`src/rtl/conv_bram_loader_if.sv`:
```
// Byte stream and BRAM write bundle of the convolution BRAM loader.
// master = loader side, slave = stream source / BRAM side.
interface conv_bram_loader_if #(
  parameter int IMG_ADDR_WIDTH  = 8,
  parameter int KERN_ADDR_WIDTH = 6,
  parameter int IMG_DWIDTH      = 24,
  parameter int KERN_DWIDTH     = 24,
  parameter int BYTE_WIDTH      = 8
);
  // Stream: a byte transfers on a rising clk edge where s_valid && s_ready;
  // s_data is sampled only then, and s_valid may drop at any time.
  logic [BYTE_WIDTH-1:0]      s_data;
  logic                       s_valid;
  logic                       s_ready;
  logic                       img_wr_en;
  logic [IMG_ADDR_WIDTH-1:0]  img_wr_addr;
  logic [IMG_DWIDTH-1:0]      img_wr_data;
  logic                       kern_wr_en;
  logic [KERN_ADDR_WIDTH-1:0] kern_wr_addr;
  logic [KERN_DWIDTH-1:0]     kern_wr_data;

  modport master (
    input  s_data, s_valid,
    output s_ready,
    output img_wr_en, img_wr_addr, img_wr_data,
    output kern_wr_en, kern_wr_addr, kern_wr_data
  );

  modport slave (
    output s_data, s_valid,
    input  s_ready,
    input  img_wr_en, img_wr_addr, img_wr_data,
    input  kern_wr_en, kern_wr_addr, kern_wr_data
  );
endinterface

```
`src/rtl/conv_bram_loader.sv`:
```
// Packs a byte stream into 24-bit image then kernel BRAM words, starts the engine, waits for done.
// Optional LOADER_CHECKSUM_EN adds a 16-bit running byte checksum output.
module conv_bram_loader #(
  parameter int IMG_ADDR_WIDTH  = 8,
  parameter int KERN_ADDR_WIDTH = 6,
  parameter int IMG_DWIDTH      = 24,
  parameter int KERN_DWIDTH     = 24,
  parameter int BYTE_WIDTH      = 8
) (
  input  logic                       clk,
  input  logic                       reset,
  input  logic                       load,
  input  logic [IMG_ADDR_WIDTH-1:0]  img_words,
  input  logic [KERN_ADDR_WIDTH-1:0] kern_words,
  conv_bram_loader_if.master         bus,
  output logic                       conv_start,
  input  logic                       conv_done,
  output logic                       busy,
  output logic                       done,
  output logic [2:0]                 state_dbg
`ifdef LOADER_CHECKSUM_EN
  ,
  output logic [15:0]                checksum
`endif
);

  typedef enum logic [2:0] {
    IDLE    = 3'd0,
    LD_IMG  = 3'd1,
    LD_KERN = 3'd2,
    START   = 3'd3,
    WAIT    = 3'd4
  } state_t;

  state_t                      state_q, state_d;
  logic [IMG_ADDR_WIDTH-1:0]   img_words_q, img_words_d;
  logic [KERN_ADDR_WIDTH-1:0]  kern_words_q, kern_words_d;
  logic [IMG_ADDR_WIDTH-1:0]   img_cnt_q, img_cnt_d;
  logic [KERN_ADDR_WIDTH-1:0]  kern_cnt_q, kern_cnt_d;
  logic [1:0]                  lane_q, lane_d;
  logic [2*BYTE_WIDTH-1:0]     pack_q, pack_d;
  logic                        img_wr_en_q, img_wr_en_d;
  logic [IMG_ADDR_WIDTH-1:0]   img_wr_addr_q, img_wr_addr_d;
  logic [IMG_DWIDTH-1:0]       img_wr_data_q, img_wr_data_d;
  logic                        kern_wr_en_q, kern_wr_en_d;
  logic [KERN_ADDR_WIDTH-1:0]  kern_wr_addr_q, kern_wr_addr_d;
  logic [KERN_DWIDTH-1:0]      kern_wr_data_q, kern_wr_data_d;
  logic                        done_q, done_d;
`ifdef LOADER_CHECKSUM_EN
  logic [15:0]                 cks_q, cks_d;
`endif

  logic                        s_ready;
  logic                        accept;
  logic                        word_done;
  logic [3*BYTE_WIDTH-1:0]     word;

  assign s_ready   = (state_q == LD_IMG) || (state_q == LD_KERN);
  assign accept    = bus.s_valid && s_ready;
  assign word_done = accept && (lane_q == 2'd2);
  // Lane 0 sits in the LSB, so the byte arriving now is the top lane.
  assign word      = {bus.s_data, pack_q};

  always_comb begin
    state_d        = state_q;
    img_words_d    = img_words_q;
    kern_words_d   = kern_words_q;
    img_cnt_d      = img_cnt_q;
    kern_cnt_d     = kern_cnt_q;
    lane_d         = lane_q;
    pack_d         = pack_q;
    img_wr_en_d    = 1'b0;
    img_wr_addr_d  = img_wr_addr_q;
    img_wr_data_d  = img_wr_data_q;
    kern_wr_en_d   = 1'b0;
    kern_wr_addr_d = kern_wr_addr_q;
    kern_wr_data_d = kern_wr_data_q;
    done_d         = 1'b0;
`ifdef LOADER_CHECKSUM_EN
    cks_d          = cks_q;
    if (accept) cks_d = cks_q + 16'(bus.s_data);
`endif

    if (accept) begin
      lane_d = (lane_q == 2'd2) ? 2'd0 : lane_q + 2'd1;
      if (lane_q == 2'd0) pack_d[BYTE_WIDTH-1:0]            = bus.s_data;
      if (lane_q == 2'd1) pack_d[2*BYTE_WIDTH-1:BYTE_WIDTH] = bus.s_data;
    end

    case (state_q)
      IDLE: begin
        if (load) begin
          img_words_d  = img_words;
          kern_words_d = kern_words;
          img_cnt_d    = '0;
          kern_cnt_d   = '0;
`ifdef LOADER_CHECKSUM_EN
          cks_d        = '0;
`endif
          if (img_words != '0)       state_d = LD_IMG;
          else if (kern_words != '0) state_d = LD_KERN;
          else                       state_d = START;
        end
      end
      LD_IMG: begin
        if (word_done) begin
          img_wr_en_d   = 1'b1;
          img_wr_addr_d = img_cnt_q;
          img_wr_data_d = word;
          img_cnt_d     = img_cnt_q + IMG_ADDR_WIDTH'(1);
          if (img_cnt_q == img_words_q - IMG_ADDR_WIDTH'(1))
            state_d = (kern_words_q != '0) ? LD_KERN : START;
        end
      end
      LD_KERN: begin
        if (word_done) begin
          kern_wr_en_d   = 1'b1;
          kern_wr_addr_d = kern_cnt_q;
          kern_wr_data_d = word;
          kern_cnt_d     = kern_cnt_q + KERN_ADDR_WIDTH'(1);
          if (kern_cnt_q == kern_words_q - KERN_ADDR_WIDTH'(1))
            state_d = START;
        end
      end
      START: state_d = WAIT;
      WAIT: begin
        if (conv_done) begin
          done_d  = 1'b1;
          state_d = IDLE;
        end
      end
      default: state_d = IDLE;
    endcase
  end

  always_ff @(posedge clk or posedge reset) begin
    if (reset) begin
      state_q        <= IDLE;
      img_words_q    <= '0;
      kern_words_q   <= '0;
      img_cnt_q      <= '0;
      kern_cnt_q     <= '0;
      lane_q         <= '0;
      pack_q         <= '0;
      img_wr_en_q    <= 1'b0;
      img_wr_addr_q  <= '0;
      img_wr_data_q  <= '0;
      kern_wr_en_q   <= 1'b0;
      kern_wr_addr_q <= '0;
      kern_wr_data_q <= '0;
      done_q         <= 1'b0;
`ifdef LOADER_CHECKSUM_EN
      cks_q          <= '0;
`endif
    end else begin
      state_q        <= state_d;
      img_words_q    <= img_words_d;
      kern_words_q   <= kern_words_d;
      img_cnt_q      <= img_cnt_d;
      kern_cnt_q     <= kern_cnt_d;
      lane_q         <= lane_d;
      pack_q         <= pack_d;
      img_wr_en_q    <= img_wr_en_d;
      img_wr_addr_q  <= img_wr_addr_d;
      img_wr_data_q  <= img_wr_data_d;
      kern_wr_en_q   <= kern_wr_en_d;
      kern_wr_addr_q <= kern_wr_addr_d;
      kern_wr_data_q <= kern_wr_data_d;
      done_q         <= done_d;
`ifdef LOADER_CHECKSUM_EN
      cks_q          <= cks_d;
`endif
    end
  end

  assign bus.s_ready      = s_ready;
  assign bus.img_wr_en    = img_wr_en_q;
  assign bus.img_wr_addr  = img_wr_addr_q;
  assign bus.img_wr_data  = img_wr_data_q;
  assign bus.kern_wr_en   = kern_wr_en_q;
  assign bus.kern_wr_addr = kern_wr_addr_q;
  assign bus.kern_wr_data = kern_wr_data_q;
  assign conv_start       = (state_q == START);
  assign busy             = (state_q != IDLE);
  assign done             = done_q;
  assign state_dbg        = state_q;
`ifdef LOADER_CHECKSUM_EN
  assign checksum         = cks_q;
`endif

endmodule

```
`src/flat_wrapper.sv`:
```
// flat-port wrapper written by rule: the top's interface ports become plain ports
module conv_bram_loader_flat 
#(
  parameter int IMG_ADDR_WIDTH  = 8,
  parameter int KERN_ADDR_WIDTH = 6,
  parameter int IMG_DWIDTH      = 24,
  parameter int KERN_DWIDTH     = 24,
  parameter int BYTE_WIDTH      = 8
)
  (clk, reset, load, img_words, kern_words, conv_start, conv_done, busy, done, state_dbg, bus_s_data, bus_s_valid, bus_s_ready, bus_img_wr_en, bus_img_wr_addr, bus_img_wr_data, bus_kern_wr_en, bus_kern_wr_addr, bus_kern_wr_data);
  conv_bram_loader_if #(.IMG_ADDR_WIDTH(IMG_ADDR_WIDTH), .KERN_ADDR_WIDTH(KERN_ADDR_WIDTH), .IMG_DWIDTH(IMG_DWIDTH), .KERN_DWIDTH(KERN_DWIDTH), .BYTE_WIDTH(BYTE_WIDTH)) bus_i ();
  input  logic clk;
  input  logic reset;
  input  logic load;
  input  logic [IMG_ADDR_WIDTH-1:0] img_words;
  input  logic [KERN_ADDR_WIDTH-1:0] kern_words;
  output logic conv_start;
  input  logic conv_done;
  output logic busy;
  output logic done;
  output logic [2:0] state_dbg;
  input wire logic [$bits(bus_i.s_data)-1:0] bus_s_data;
  input wire logic [$bits(bus_i.s_valid)-1:0] bus_s_valid;
  output wire logic [$bits(bus_i.s_ready)-1:0] bus_s_ready;
  output wire logic [$bits(bus_i.img_wr_en)-1:0] bus_img_wr_en;
  output wire logic [$bits(bus_i.img_wr_addr)-1:0] bus_img_wr_addr;
  output wire logic [$bits(bus_i.img_wr_data)-1:0] bus_img_wr_data;
  output wire logic [$bits(bus_i.kern_wr_en)-1:0] bus_kern_wr_en;
  output wire logic [$bits(bus_i.kern_wr_addr)-1:0] bus_kern_wr_addr;
  output wire logic [$bits(bus_i.kern_wr_data)-1:0] bus_kern_wr_data;
  assign bus_i.s_data = bus_s_data;
  assign bus_i.s_valid = bus_s_valid;
  assign bus_s_ready = bus_i.s_ready;
  assign bus_img_wr_en = bus_i.img_wr_en;
  assign bus_img_wr_addr = bus_i.img_wr_addr;
  assign bus_img_wr_data = bus_i.img_wr_data;
  assign bus_kern_wr_en = bus_i.kern_wr_en;
  assign bus_kern_wr_addr = bus_i.kern_wr_addr;
  assign bus_kern_wr_data = bus_i.kern_wr_data;
  conv_bram_loader #(.IMG_ADDR_WIDTH(IMG_ADDR_WIDTH), .KERN_ADDR_WIDTH(KERN_ADDR_WIDTH), .IMG_DWIDTH(IMG_DWIDTH), .KERN_DWIDTH(KERN_DWIDTH), .BYTE_WIDTH(BYTE_WIDTH)) u_core (.clk(clk), .reset(reset), .load(load), .img_words(img_words), .kern_words(kern_words), .bus(bus_i), .conv_start(conv_start), .conv_done(conv_done), .busy(busy), .done(done), .state_dbg(state_dbg));
endmodule
```
`config.mk`:
```
export PLATFORM = sky130hd
export DESIGN_NAME = conv_bram_loader_flat
export DESIGN_NICKNAME = d
export VERILOG_FILES = /design/src/rtl/conv_bram_loader_if.sv /design/src/rtl/conv_bram_loader.sv /design/src/flat_wrapper.sv
export SDC_FILE = /design/constraint.sdc
export NUM_CORES = 1
export LEC_CHECK = 0
export BUFFER_PORTS_ARGS = -buffer_cell sky130_fd_sc_hd__buf_2
export CORE_MARGIN = 4
export CORE_UTILIZATION = 40
export CTS_CLUSTER_SIZE = 10
export DETAILED_ROUTE_END_ITERATION = 7
export GPL_TIMING_DRIVEN = 0
export HOLD_SLACK_MARGIN = 0.15
export PLACE_DENSITY = 0.67
export SLEW_MARGIN = 20
export SYNTH_ARGS = -nofsm -noshare
export SYNTH_HDL_FRONTEND = slang
export SYNTH_SLANG_ARGS = --single-unit
export TNS_END_PERCENT = 20
```
`constraint.sdc`:
```
create_clock -name clk -period 6.7 [get_ports clk]
set_clock_uncertainty 0.1 [all_clocks]
set_input_delay 0.335 -clock clk [delete_from_list [all_inputs] [get_ports clk]]
set_output_delay 0.335 -clock clk [all_outputs]
set_load 0.005 [all_outputs]
```
==> Word-level counts from Yosys, hierarchy flattened <==
Cells that the tools add are included.
{ "totals": {"wordCells": 75, "inputBits": 27, "out_inout_bits": 71, "register_bits": 114} }
{ "op_classes": {"n_reduce_logical": 19, "n_eq_ne": 14, "muxes": 22, "add_sub_neg": 5} }
{ "op_table": {"columns": ["op", "n"], "rows": [
  ["2-to-1 mux 3 bit", 7],
  ["2-to-1 mux 8 bit", 2],
  ["case mux 8 bit (2 select lines)", 1],
  ["case mux 3 bit (5 select lines)", 1],
  ["2-to-1 mux 6 bit", 2],
  ["case mux 6 bit (2 select lines)", 1],
  ["nonzero test 6 bit", 2],
  ["AND reduction 2 bit", 5],
  ["adder 8 x 1 -> 8 bit (second input constant)", 1],
  ["== test 8 bit", 1],
  ["inequality test 2 bit (second input constant)", 4],
  ["nonzero test 8 bit", 1],
  ["subtractor 8 x 1 -> 8 bit (second input constant)", 1],
  ["2-to-1 mux 1 bit", 7],
  ["adder 6 x 1 -> 6 bit (second input constant)", 1],
  ["== test 3 x 2 -> 1 bit (second input constant)", 2],
  ["== test 6 bit", 1],
  ["AND reduction 3 bit", 2],
  ["AND reduction 6 bit", 1],
  ["subtractor 6 x 1 -> 6 bit (second input constant)", 1],
  ["inequality test 2 x 1 -> 1 bit (second input constant)", 2],
  ["nonzero test 2 bit", 2],
  ["== test 3 x 1 -> 1 bit (second input constant)", 1],
  ["== test 3 bit (second input constant)", 1],
  ["other kinds (9)", 10]
]} }

==> Longest topological paths before layout <==
{ "logic_depth": {"depth_word": 6, "ltp_mapped": 8, "mapped_depth_nobuf": 8} }

==> Worst setup path after synthesis <==
OpenSTA, ideal clock, no wires.
{ "synth_timing": {"path_type": "flip-flop to flip-flop", "startpoint": "register u_core.kern_words_q[2]", "endpoint": "register u_core.state_q[0] (netlist: u_core.state_dbg[0])", "synth_period_minus_slack_ns": 1.887, "required_ns": 6.517, "setup_time_ns": 0.083, "slack_ns": 4.813, "arrival_ns": 1.705, "path_stages_with_launch": 7, "path_buffers": 0, "cell_sequence": "dfrtp_1 > or3_1 > nor3_1 > xnor2_1 > a31oi_1 > or4_1 > o21ai_0"} }
{ "synth_via": {"elab_chain_len": 5, "elab_cells_between_ends": 9, "cone_classes": "add/sub (1); eq/ne (2); mux (4); reduce/logical (2)"} }
{ "synth_lines": {"columns": ["item", "line", "text"], "rows": [
  ["start, declared", "conv_bram_loader.sv:37", "logic [KERN_ADDR_WIDTH-1:0] kern_words_q, kern_words_d;"],
  ["start signal, assigned", "conv_bram_loader.sv:158", "kern_words_q <= kern_words_d;"],
  ["branches (longest 5 deep; another with subtractor 6 x 1 -> 6 bit)", null, null],
  ["end signal, assigned", "conv_bram_loader.sv:156", "state_q <= state_d;"],
  ["end, declared", "conv_bram_loader.sv:35", "state_t state_q, state_d;"]
]} }
Several ways; the timed one is not identified. The select of a mux whose other input is x is not followed.
A chain may end at the register's enable or synchronous reset.

==> Final worst setup path <==
{ "layout_timing": {"startpoint": "register u_core.state_q[0] (netlist: u_core.state_dbg[0])", "endpoint": "register u_core.pack_q[8]"} }
{ "layout_via": {"elab_chain_len": 4, "elab_cells_between_ends": 5, "cone_classes": "eq/ne (2); reduce/logical (3)"} }
{ "layout_lines": {"columns": ["item", "line", "text"], "rows": [
  ["== test 3 x 1 -> 1 bit or == test 3 x 2 -> 1 bit (tied branches)", "conv_bram_loader.sv:58", "assign s_ready = (state_q == LD_IMG) || (state_q == LD_KERN);"],
  ["logical OR 1 bit *", "conv_bram_loader.sv:58", null],
  ["logical AND 1 bit *", "conv_bram_loader.sv:59", "assign accept = bus.s_valid && s_ready;"],
  ["AND reduction 2 bit (no line) *", null, null],
  ["end signal, assigned", "conv_bram_loader.sv:162", "pack_q <= pack_d;"],
  ["end, declared", "conv_bram_loader.sv:41", "logic [2*BYTE_WIDTH-1:0] pack_q, pack_d;"]
]} }
Mark *: on every way between the ends. The rest lies on a longest branch, timed or not.

==> impl_results.md <==
- Status: complete, no violations
- Power Density: 383.7 nW/um^2
- Worst setup margin: 4.629 ns
- CP endpoint kind: register
- Mapped Area: 4907 um^2
- Row cnt: 40
- DRC: 0
- Pin count of the biggest net entering global routing: 59
- Library cells used by synthesis: 45
- Sequential fraction of the synthesis area: 58.13%
- Critical path launch point type: register
- Top post-synthesis cells by area: dfrtp_1, nand2_1, mux2_2
- Yosys reg bits: 114
- WS Path Type: reg -> reg
- Commonest cells after routing, fill and taps aside: nand2_1, dfrtp_1, buf_2, dlygate4sd3_1, nor2_1
- Post-synth top area cell: dfrtp_1
- Share of cells above drive strength 1: 24.66%
- Endpoints failing hold: 0
- Hold Slack: 0.2443 ns
- Worst slew pin tran: 0.5796 ns
- Antenna Cells: 0
- Initial DRC Count: 190
- Post-cts sizing count: 0
- Fin Setup TNS: 0 ns
- MaxCap Viol Count: 0
- RePlAce Congestion: 0.8193
- Core Area: 12010 um^2
- Worst slack at placement: 4.582 ns
- Clk_lat worst skew: 0.41 ns
- Max_slew headroom: 61.36%
- Final core utilization: 53.65%
- GRT overflow: 0
- FF-to-FF Start: u_core.state_dbg[0]$_DFFE_PP0P_
- Global-route wire length before repair: 20.34 mm
- Global Route Usage Sum: 18.10%
- Ys async rst share: 100.0%
- Final setup viols: 0
- Ys flop type: dfrtp_1
- RSZ-0062 raised after global routing: false
- Post-synth EDFFs: 0
- Wire per inst: 15.05 um
- Vias in the first global route: 4067
- Post-synth top area share: 58.13%
- Ys Warns: 0
- I/O Pins: 98
- FF-to-FF End: u_core.pack_q[8]$_DFFE_PP0P_
- Fill cells: 1063
- DR vias/cell: 4.908
- Hold Crit Class: in -> reg
- Leak: 3.483 nW
- Antenna violations before repair: 0
- CP Max Fanout: 10
- Post-Syn Area per Cell: 9.510 um^2
- Post-route ant nets: 0
- Peak VDD IR: 0.1585 mV
- Highest Clock Rate: 482.9 MHz
- Reg2Reg Setup Slack: 4.63 ns
- Syn Inst Count: 516
- Width of the chip: 118.8 um
- Wirelength, routed: 12.28 mm
- Vias: 4005
- DR pass1 iterations: 5
- Hold Path End: u_core.lane_q[0]$_DFFE_PP0P_
- Hold path startpoint: bus_s_valid
- Crit path DAT: 2.26 ns
- Layout area overhead: 31.31%
- Clk pin slew, worst setup/hold paths: 0.05 ns
- CTS Buffer Depth: 2
- Crit path required time: 6.89 ns
- Tot Pwr: 0.002473 W
- Starting Density: 40.85%
- Tcrit/Tclk final: 30.91%
- Nets: 688
- Hold path depth: 3
- Minimum clock period: 2.071 ns
- TritonCTS buffer count: 17
- Die Ht: 118.8 um
- H-tree depth: 4
- Slew Viols, Final: 0
- DIE AREA: 14100 um^2
- Post-Syn Nets: 547
- Commonest non-fill, non-tap cell in the layout: nand2_1
- Reg2reg path depth: 6
- Port Buffers: 97
- Post-DP HPWL: 8.428 mm
- Root buffer cell: clkbuf_16
- CTS Sinks: 114
- CTS tree: done
-- cell usage after synthesis (all sizes together), types with 3 or more instances --
cell and count:
a31oi 3, nand3b 3, nor3 8, nor4 4, and3 3, nor2 20, o21ai 8, inv 7
o21bai 3, xnor2 12, xor2 16, clkbuf 9, dfrtp 114, ha 4, nand4 5, mux2 16
buf 12, nand3 9, nand2 234
-- where the power goes --
group / switching, W / internal, W / leakage, nW
registers: 0.000144 / 0.000866 / 1.49
logic: 0.000283 / 0.000276 / 1.70
clock network: 0.000304 / 0.000599 / 0.289
total: 0.000732 / 0.00174 / 3.48
-- area by class of cell --
cell class | instances | area, um^2 | area share [%]
tap | 147 | 183.9 | 2.854
buffer | 21 | 100.1 | 1.553
multi-input combinational | 373 | 1924 | 29.86
clock buffer | 21 | 460.4 | 7.146
inverter | 8 | 35.03 | 0.5437
timing repair buffer | 122 | 753.2 | 11.69
clock inverter | 10 | 133.9 | 2.078
sequential | 114 | 2853 | 44.27
-- sequential cells by signal (all words and copies together) (netlist names) --
name                     count
u_core.bus.img_wr_en         1
u_core.bus.kern_wr_data     24
u_core.bus.kern_wr_en        1
u_core.bus.img_wr_addr       8
u_core.state_dbg             3
u_core.img_words_q           8
u_core.lane_q                2
u_core.bus.kern_wr_addr      6
u_core.done                  1
u_core.kern_cnt_q            6
u_core.img_cnt_q             8
u_core.pack_q               16
u_core.bus.img_wr_data      24
u_core.kern_words_q          6
-- logic make-up (layout without fill, tap and decap cells) --
kind of cell | Yosys count | in the layout | share of synthesized area, %
DFF | 114 | 114 | 58.13
adders and majority gates | 4 | 4 | 1.020
xor gates and xnor gates | 28 | 28 | 4.997
and+or+nand+nor | 300 | 300 | 26.06
AOI/OAI and AO/OA | 24 | 24 | 3.264
buffers and inverters | 29 | 182 | 2.651
muxes | 17 | 17 | 3.876
-- timing repair --
| action | 4_1_cts | 5_1_grt |
|---|---|---|
| hold buffers | 24 | 0 |
| endpoints found under the hold margin | 97 | 0 |
| buffers inserted | 0 | 0 |
-- metal layers --
layer	part of all wire [%]	global-route usage, %
met3	5.4	5.167
met5	0	0
met4	1.6	6.879
met1	44	22.87
met2	49	29.48
-- worst max-delay path, stage by stage (launching register included) --
cell	delay, ns
dfrtp_1	0.39
buf_6	0.15
xnor2_1	0.13
nor2_2	0.13
nand2_2	0.13
nor3b_4	0.53
mux2_2	0.40
-- per-stage QoR --
stage,area [um^2],cells
floorplan,4907,516
global placement,5577,760
detailed placement,5609,761
CTS,6444,816
global route,6444,816
finish,6444,816
-- how the worst max path moves through the flow --
stage,startpoint,endpoint,slack [ns],cells past startpoint
2_1_floorplan,reset,u_core.bus.img_wr_addr[0]$_DFFE_PP0P_,3.25,1
3_3_place_gp,reset,u_core.kern_words_q[0]$_DFFE_PP0P_,2.11,2
3_5_place_dp,u_core.state_dbg[0]$_DFFE_PP0P_,u_core.pack_q[15]$_DFFE_PP0P_,4.58,6
4_1_cts,u_core.state_dbg[0]$_DFFE_PP0P_,u_core.pack_q[8]$_DFFE_PP0P_,4.57,6
5_1_grt,u_core.img_words_q[2]$_DFFE_PP0P_,u_core.state_dbg[0]$_DFFE_PP0P_,4.43,6
6_report,u_core.state_dbg[0]$_DFFE_PP0P_,u_core.pack_q[8]$_DFFE_PP0P_,4.63,6
(Power assumes the default switching activity.)
